[src/rtl/cla_add_arbiter.sv]
// ---------------------------------------------------------------------------
// cla_add_arbiter
//
// Purpose:
//   Shares one pipelined N-bit carry-lookahead adder among R requesters.
//   A combinational round-robin arbiter picks at most one requester per
//   cycle and drives its operands onto the adder. A tag pipeline that is
//   LAT entries deep carries the winner's ID alongside the adder. This
//   pipeline routes each sum back to the requester that issued it.
//
// Optional build macro:
//   CLA_ARB_FIXED_PRIO_EN - when defined, the round-robin pointer is removed
//                           and the lowest asserted index always wins.
//
// Ports:
//   clk        in   system clock, rising edge
//   reset      in   asynchronous, active-low reset
//   req_valid  in   [R]      per-requester operation valid
//   req_ready  out  [R]      per-requester accept, one-hot or zero
//   req_a      in   [R*N]    operand A, requester i at [i*N +: N]
//   req_b      in   [R*N]    operand B, same packing
//   add_a      out  [N]      operand A to adder (zero when idle)
//   add_b      out  [N]      operand B to adder (zero when idle)
//   add_sum    in   [N+1]    adder result, LAT cycles after operands
//   rsp_valid  out  [R]      one-hot single-cycle result strobe
//   rsp_id     out  [IDW]    requester ID of the current result
//   rsp_sum    out  [N+1]    registered copy of add_sum
//   busy       out           any tag in flight or a response is showing
// ---------------------------------------------------------------------------
module cla_add_arbiter #(
    parameter int N   = 4,
    parameter int R   = 4,
    parameter int LAT = 4,
    parameter int IDW = $clog2(R)
) (
    input  logic               clk,
    input  logic               reset,
    input  logic [R-1:0]       req_valid,
    output logic [R-1:0]       req_ready,
    input  logic [R*N-1:0]     req_a,
    input  logic [R*N-1:0]     req_b,
    output logic [N-1:0]       add_a,
    output logic [N-1:0]       add_b,
    input  logic [N:0]         add_sum,
    output logic [R-1:0]       rsp_valid,
    output logic [IDW-1:0]     rsp_id,
    output logic [N:0]         rsp_sum,
    output logic               busy
);

    logic               found;      // a transfer happens this cycle
    logic [IDW-1:0]     win;        // index of the winning requester
    logic [IDW-1:0]     scan_sel;

    logic [LAT-1:0]     tag_valid_reg;
    logic [IDW-1:0]     tag_id_reg [LAT];

    logic [R-1:0]       rsp_valid_reg;
    logic [R-1:0]       rsp_valid_next;
    logic [IDW-1:0]     rsp_id_reg;
    logic [N:0]         rsp_sum_reg;

`ifndef CLA_ARB_FIXED_PRIO_EN
    logic [IDW-1:0]     rr_ptr_reg;
`endif

    // Arbitration: scan from the slot after the last winner (round-robin)
    // or from index 0 (fixed priority). The first asserted request wins.
    // Reset gates the result so no grant or operand leaks out during reset.
    always_comb begin
        found    = 1'b0;
        win      = '0;
        scan_sel = '0;
        for (int k = 0; k < R; k++) begin
`ifdef CLA_ARB_FIXED_PRIO_EN
            scan_sel = IDW'(k);
`else
            scan_sel = IDW'((int'(rr_ptr_reg) + 1 + k) % R);
`endif
            if (!found && req_valid[scan_sel]) begin
                found = 1'b1;
                win   = scan_sel;
            end
        end
        found = found & reset;
    end

    assign add_a = found ? req_a[win*N +: N] : '0;
    assign add_b = found ? req_b[win*N +: N] : '0;

    // One-hot decodes: the grant for this cycle, and the response strobe for
    // the tag that leaves the pipeline this cycle.
    for (genvar gi = 0; gi < R; gi++) begin : g_decode
        assign req_ready[gi]      = found && (win == IDW'(gi));
        assign rsp_valid_next[gi] = tag_valid_reg[LAT-1] &&
                                    (tag_id_reg[LAT-1] == IDW'(gi));
    end

    always_ff @(posedge clk or negedge reset) begin
        if (!reset) begin
`ifndef CLA_ARB_FIXED_PRIO_EN
            rr_ptr_reg    <= IDW'(R-1);   // first scan starts at index 0
`endif
            tag_valid_reg <= '0;
            for (int k = 0; k < LAT; k++) begin
                tag_id_reg[k] <= '0;
            end
            rsp_valid_reg <= '0;
            rsp_id_reg    <= '0;
            rsp_sum_reg   <= '0;
        end else begin
`ifndef CLA_ARB_FIXED_PRIO_EN
            if (found) begin
                rr_ptr_reg <= win;
            end
`endif
            // Tag pipeline runs in lockstep with the adder and never stalls.
            tag_valid_reg[0] <= found;
            tag_id_reg[0]    <= win;
            for (int k = 1; k < LAT; k++) begin
                tag_valid_reg[k] <= tag_valid_reg[k-1];
                tag_id_reg[k]    <= tag_id_reg[k-1];
            end

            rsp_valid_reg <= rsp_valid_next;
            // ID and sum hold their last value between results.
            if (tag_valid_reg[LAT-1]) begin
                rsp_id_reg  <= tag_id_reg[LAT-1];
                rsp_sum_reg <= add_sum;
            end
        end
    end

    assign rsp_valid = rsp_valid_reg;
    assign rsp_id    = rsp_id_reg;
    assign rsp_sum   = rsp_sum_reg;
    assign busy      = (|tag_valid_reg) | (|rsp_valid_reg);

endmodule
[config.mk]
export PLATFORM = sky130hd
export DESIGN_NAME = cla_add_arbiter
export DESIGN_NICKNAME = d
export VERILOG_FILES = /design/src/rtl/cla_add_arbiter.sv
export SDC_FILE = /design/constraint.sdc
export NUM_CORES = 1
export LEC_CHECK = 0
export BUFFER_PORTS_ARGS = -buffer_cell sky130_fd_sc_hd__buf_2
export CORE_UTILIZATION = 42
export CTS_BUF_LIST = sky130_fd_sc_hd__clkbuf_8 sky130_fd_sc_hd__clkbuf_16
export DETAILED_ROUTE_END_ITERATION = 6
export PLACE_DENSITY = 0.8
export SETUP_SLACK_MARGIN = 0.1
export SLEW_MARGIN = 20
export SYNTH_ARGS = -nofsm -noshare
export SYNTH_HDL_FRONTEND = slang
export SYNTH_SLANG_ARGS = --single-unit
[constraint.sdc]
create_clock -name clk -period 1.93 [get_ports clk]
set_input_delay 0.193 -clock clk [delete_from_list [all_inputs] [get_ports clk]]
set_output_delay 0.193 -clock clk [all_outputs]
set_load 0.03 [all_outputs]
==> results.toml <==
[run_status]
outcome = "complete, but fails checks"
violations = "setup timing"

[logic_synthesis]
synthSimpleGateAreaFrac_pct = 12.1
muxShareOfSynthArea_pct = 20.0
yosysSeqAreaShare_pct = 55.1
synth_seq_cells = 25
ys_warn_count = 0
netlist_area_um2 = 1140
synth_top_family_by_area = "multiplexers"
avgSynthCellArea_um2 = 12.0
synthAdderAreaFrac_pct = 0
synth_cell_types = 29
synth-xor-area-share_pct = 0
synthCells = 95
synth-compound-area-share_pct = 9.77
syn_nets = 138

[global_routing]
grt_pass1_wl_um = 4770
met1_usage_pct = 26.6
grt_antenna_before_repair = 0
grt_overflow = 0
met2_usage_pct = 45.5
grt_usage_pct = 24.2
use_met3_pct = 3.39
grt_max_degree = 25
top_usage_layer = "met2"
first_global_vias = 1055

[detailed_routing]
drt_iter0_drc = 6
finalWirelength_um = 3560
drc = 0
via_per_inst = 5.35
vias = 1113
dr.pass1.iters = 4
drtAntennaViolNets = 0
wire_per_inst_um = 17.1

[worst_setup_path]
r2r_start = "rr_ptr_reg[0]"
regToRegEndpoint = "rr_ptr_reg[0]"
crit_type = "reg -> out"
worstPathArrival_ns = 2.07
slowest_stage = "or4b_4"
critPathCaptureType = "primary output"
crit_required_ns = 1.74
reg2regPathDepth = 5
path_cells = "nand2b_4, a21oi_4, or4b_4, o22ai_4, buf_6"
rrSetupSlack_ns = 0.19
cp_max_fo = 5
cp-start-kind = "flop"
max_stage_delay_ns = 0.64

[power]
internal_power_mw = 1.19
peakVddDrop_mv = 0.809
netSwitchingFraction_pct = 36.7
leakage_nw = 0.975
p_sw_uw = 689
p_clk_share_pct = 16.5
combinationalPowerShare_pct = 48.4
pwr-share-seq_pct = 35.1
p_per_area_nw_per_um2 = 914

[floorplan]
die_y_um = 54.1
rows = 18
fp.dieArea_um2 = 2930
die-width_um = 54.1
io_pins = 67
start_util_pct = 45.2
core-area_um2 = 2520

[layout]
final_cell_mix = "buf_2, dfrtp_1, buf_6"
area_growth_pct = 80.5
antenna_cells = 0
largest_reg_flops = 8
final_common_cell = "buf_2"
fill_cells = 151
num-nets-final = 222
fin_cells = 208
drive_gt1_share_pct = 66.9

[min_path]
holdPathStages = 2
hp-start = "add_sum[1]"
min_to = "rsp_sum[1]"
hold_class = "in -> reg"

[placement]
gp_congestion = 0.742
hpwl_um = 2210
port_buffers = 66
placed_cells = 195

[timing]
hold_viol_final = 0
clock_skew_ns = 0.00246
finalMaxSlewViolations = 0
holdWs_ns = 0.133
min_period_over_period_pct = 117
rsz0062_at_grt = "yes"
tightest_slew_ns = 0.669
finalSetupViolations = 12
worst_slack_ns = -0.332
slew_headroom_pct = 55.1
finalCriticalPeriod_ns = 2.26
fmax_mhz = 442

[cts]
clock_path_buffers = 2
cts_root_buf = "clkbuf_8"
clkLatencyLatePin_ns = 0.28
cts_buffers = 3
cts_tree = "yes"
htreeDepth = 1
cts.sinks = 25
cts.clk_slew.worst_paths_ns = 0.08

[flow_run]
cap_violations = 0
==> metrics by stage <==
step | total power [mW] | setup TNS, ns | cell area, um^2 | utilization (%) | setup slack, ns
floorplan | 1.13 | 0 | 1290 | - | 0.00335
global placement | 1.31 | -0.491 | 1710 | 67.8 | -0.0681
detailed placement | 1.34 | -0.640 | 1710 | 67.8 | -0.0917
CTS | 1.82 | -2.58 | 1990 | 79.0 | -0.328
global route | 1.96 | -3.55 | 2060 | 81.5 | -0.361
finish | 1.88 | -3.18 | 2060 | 81.5 | -0.332
==> timing repair <==
| item | 4_1_cts | 5_1_grt |
|---|---|---|
| endpoints found under the hold margin | 15 | 0 |
| endpoints found under the setup margin | 12 | 12 |
| hold buffers | 1 | 0 |
| resized for setup | 40 | 13 |
| cloned | 2 | 0 |
| setup buffers | 5 | 2 |
| pin swaps | 4 | 8 |
==> power groups by stage <==
stage	logic (mW)	clock network, mW	registers, mW
floorplan	0.412	0	0.721
global placement	0.652	0	0.661
detailed placement	0.672	0	0.669
CTS	0.857	0.310	0.657
global route	0.958	0.329	0.670
finish	0.911	0.310	0.660
==> cells by family (layout without fill, tap and decap cells) <==
family | after synthesis | count (layout)
AOI/OAI and AO/OA | 17 | 17
and+or+nand+nor | 24 | 25
DFF | 25 | 25
buffers and inverters | 7 | 89
muxes | 22 | 22
==> routing by layer <==
metal	wire [um]	vias up
li1	-	514
met1	1290	550
met2	2060	38
met3	112	11
met4	95	0
met5	0	-
==> final cells by class <==
| class | instances | area, um^2 | area share [%] |
|---|---|---|---|
| sequential | 25 | 628 | 30.5 |
| inverter | 3 | 11.3 | 0.547 |
| clock buffer | 3 | 41.3 | 2.01 |
| clock inverter | 1 | 5.00 | 0.243 |
| timing repair buffer | 82 | 588 | 28.6 |
| tap | 30 | 37.5 | 1.82 |
| multi-input combinational | 64 | 746 | 36.3 |
==> worst max-delay path, delay by kind of cell (launching register included) <==
family / cells / cell delay [ns]
buffers and inverters: 1 / 0.15
AND/OR/NAND/NOR: 2 / 0.80
AO/OA/AOI/OAI: 2 / 0.25
flip-flops: 1 / 0.58
==> worst max-delay path by stage <==
stage               end           from  slack [ns]
2_1_floorplan  add_a[0]  rr_ptr_reg[0]       0.003
3_3_place_gp   add_a[2]  rr_ptr_reg[0]       -0.07
3_5_place_dp   add_a[0]  rr_ptr_reg[0]       -0.09
4_1_cts        add_a[0]  rr_ptr_reg[0]       -0.33
5_1_grt        add_b[3]  rr_ptr_reg[0]       -0.36
6_report       add_a[2]  rr_ptr_reg[0]       -0.33
==> synth_stat cells <==
library cell	count	share of area, %
dfrtp_1	23	50
mux2i_1	16	14
o22ai_1	8	4.4
nor2_1	7	2.3
mux2_1	4	4.0
inv_1	3	0.99
nand2_1	3	0.99
nand2b_1	3	1.6
buf_4	2	1.3
dfstp_2	2	4.6
mux2_2	2	2.0
nor3_1	2	0.88
nor4_1	2	1.1
o21a_1	2	1.3
o21ai_0	2	0.88
a21boi_1	1	0.66
a21oi_1	1	0.44
and3_1	1	0.55
and3b_1	1	0.77
buf_1	1	0.33
buf_2	1	0.44
nor2b_1	1	0.55
nor2b_4	1	1.2
nor3b_1	1	0.66
o21ai_1	1	0.44
o221a_1	1	0.99
o31ai_1	1	0.66
or2_2	1	0.55
or4b_1	1	0.88
(Power assumes the default switching activity.)
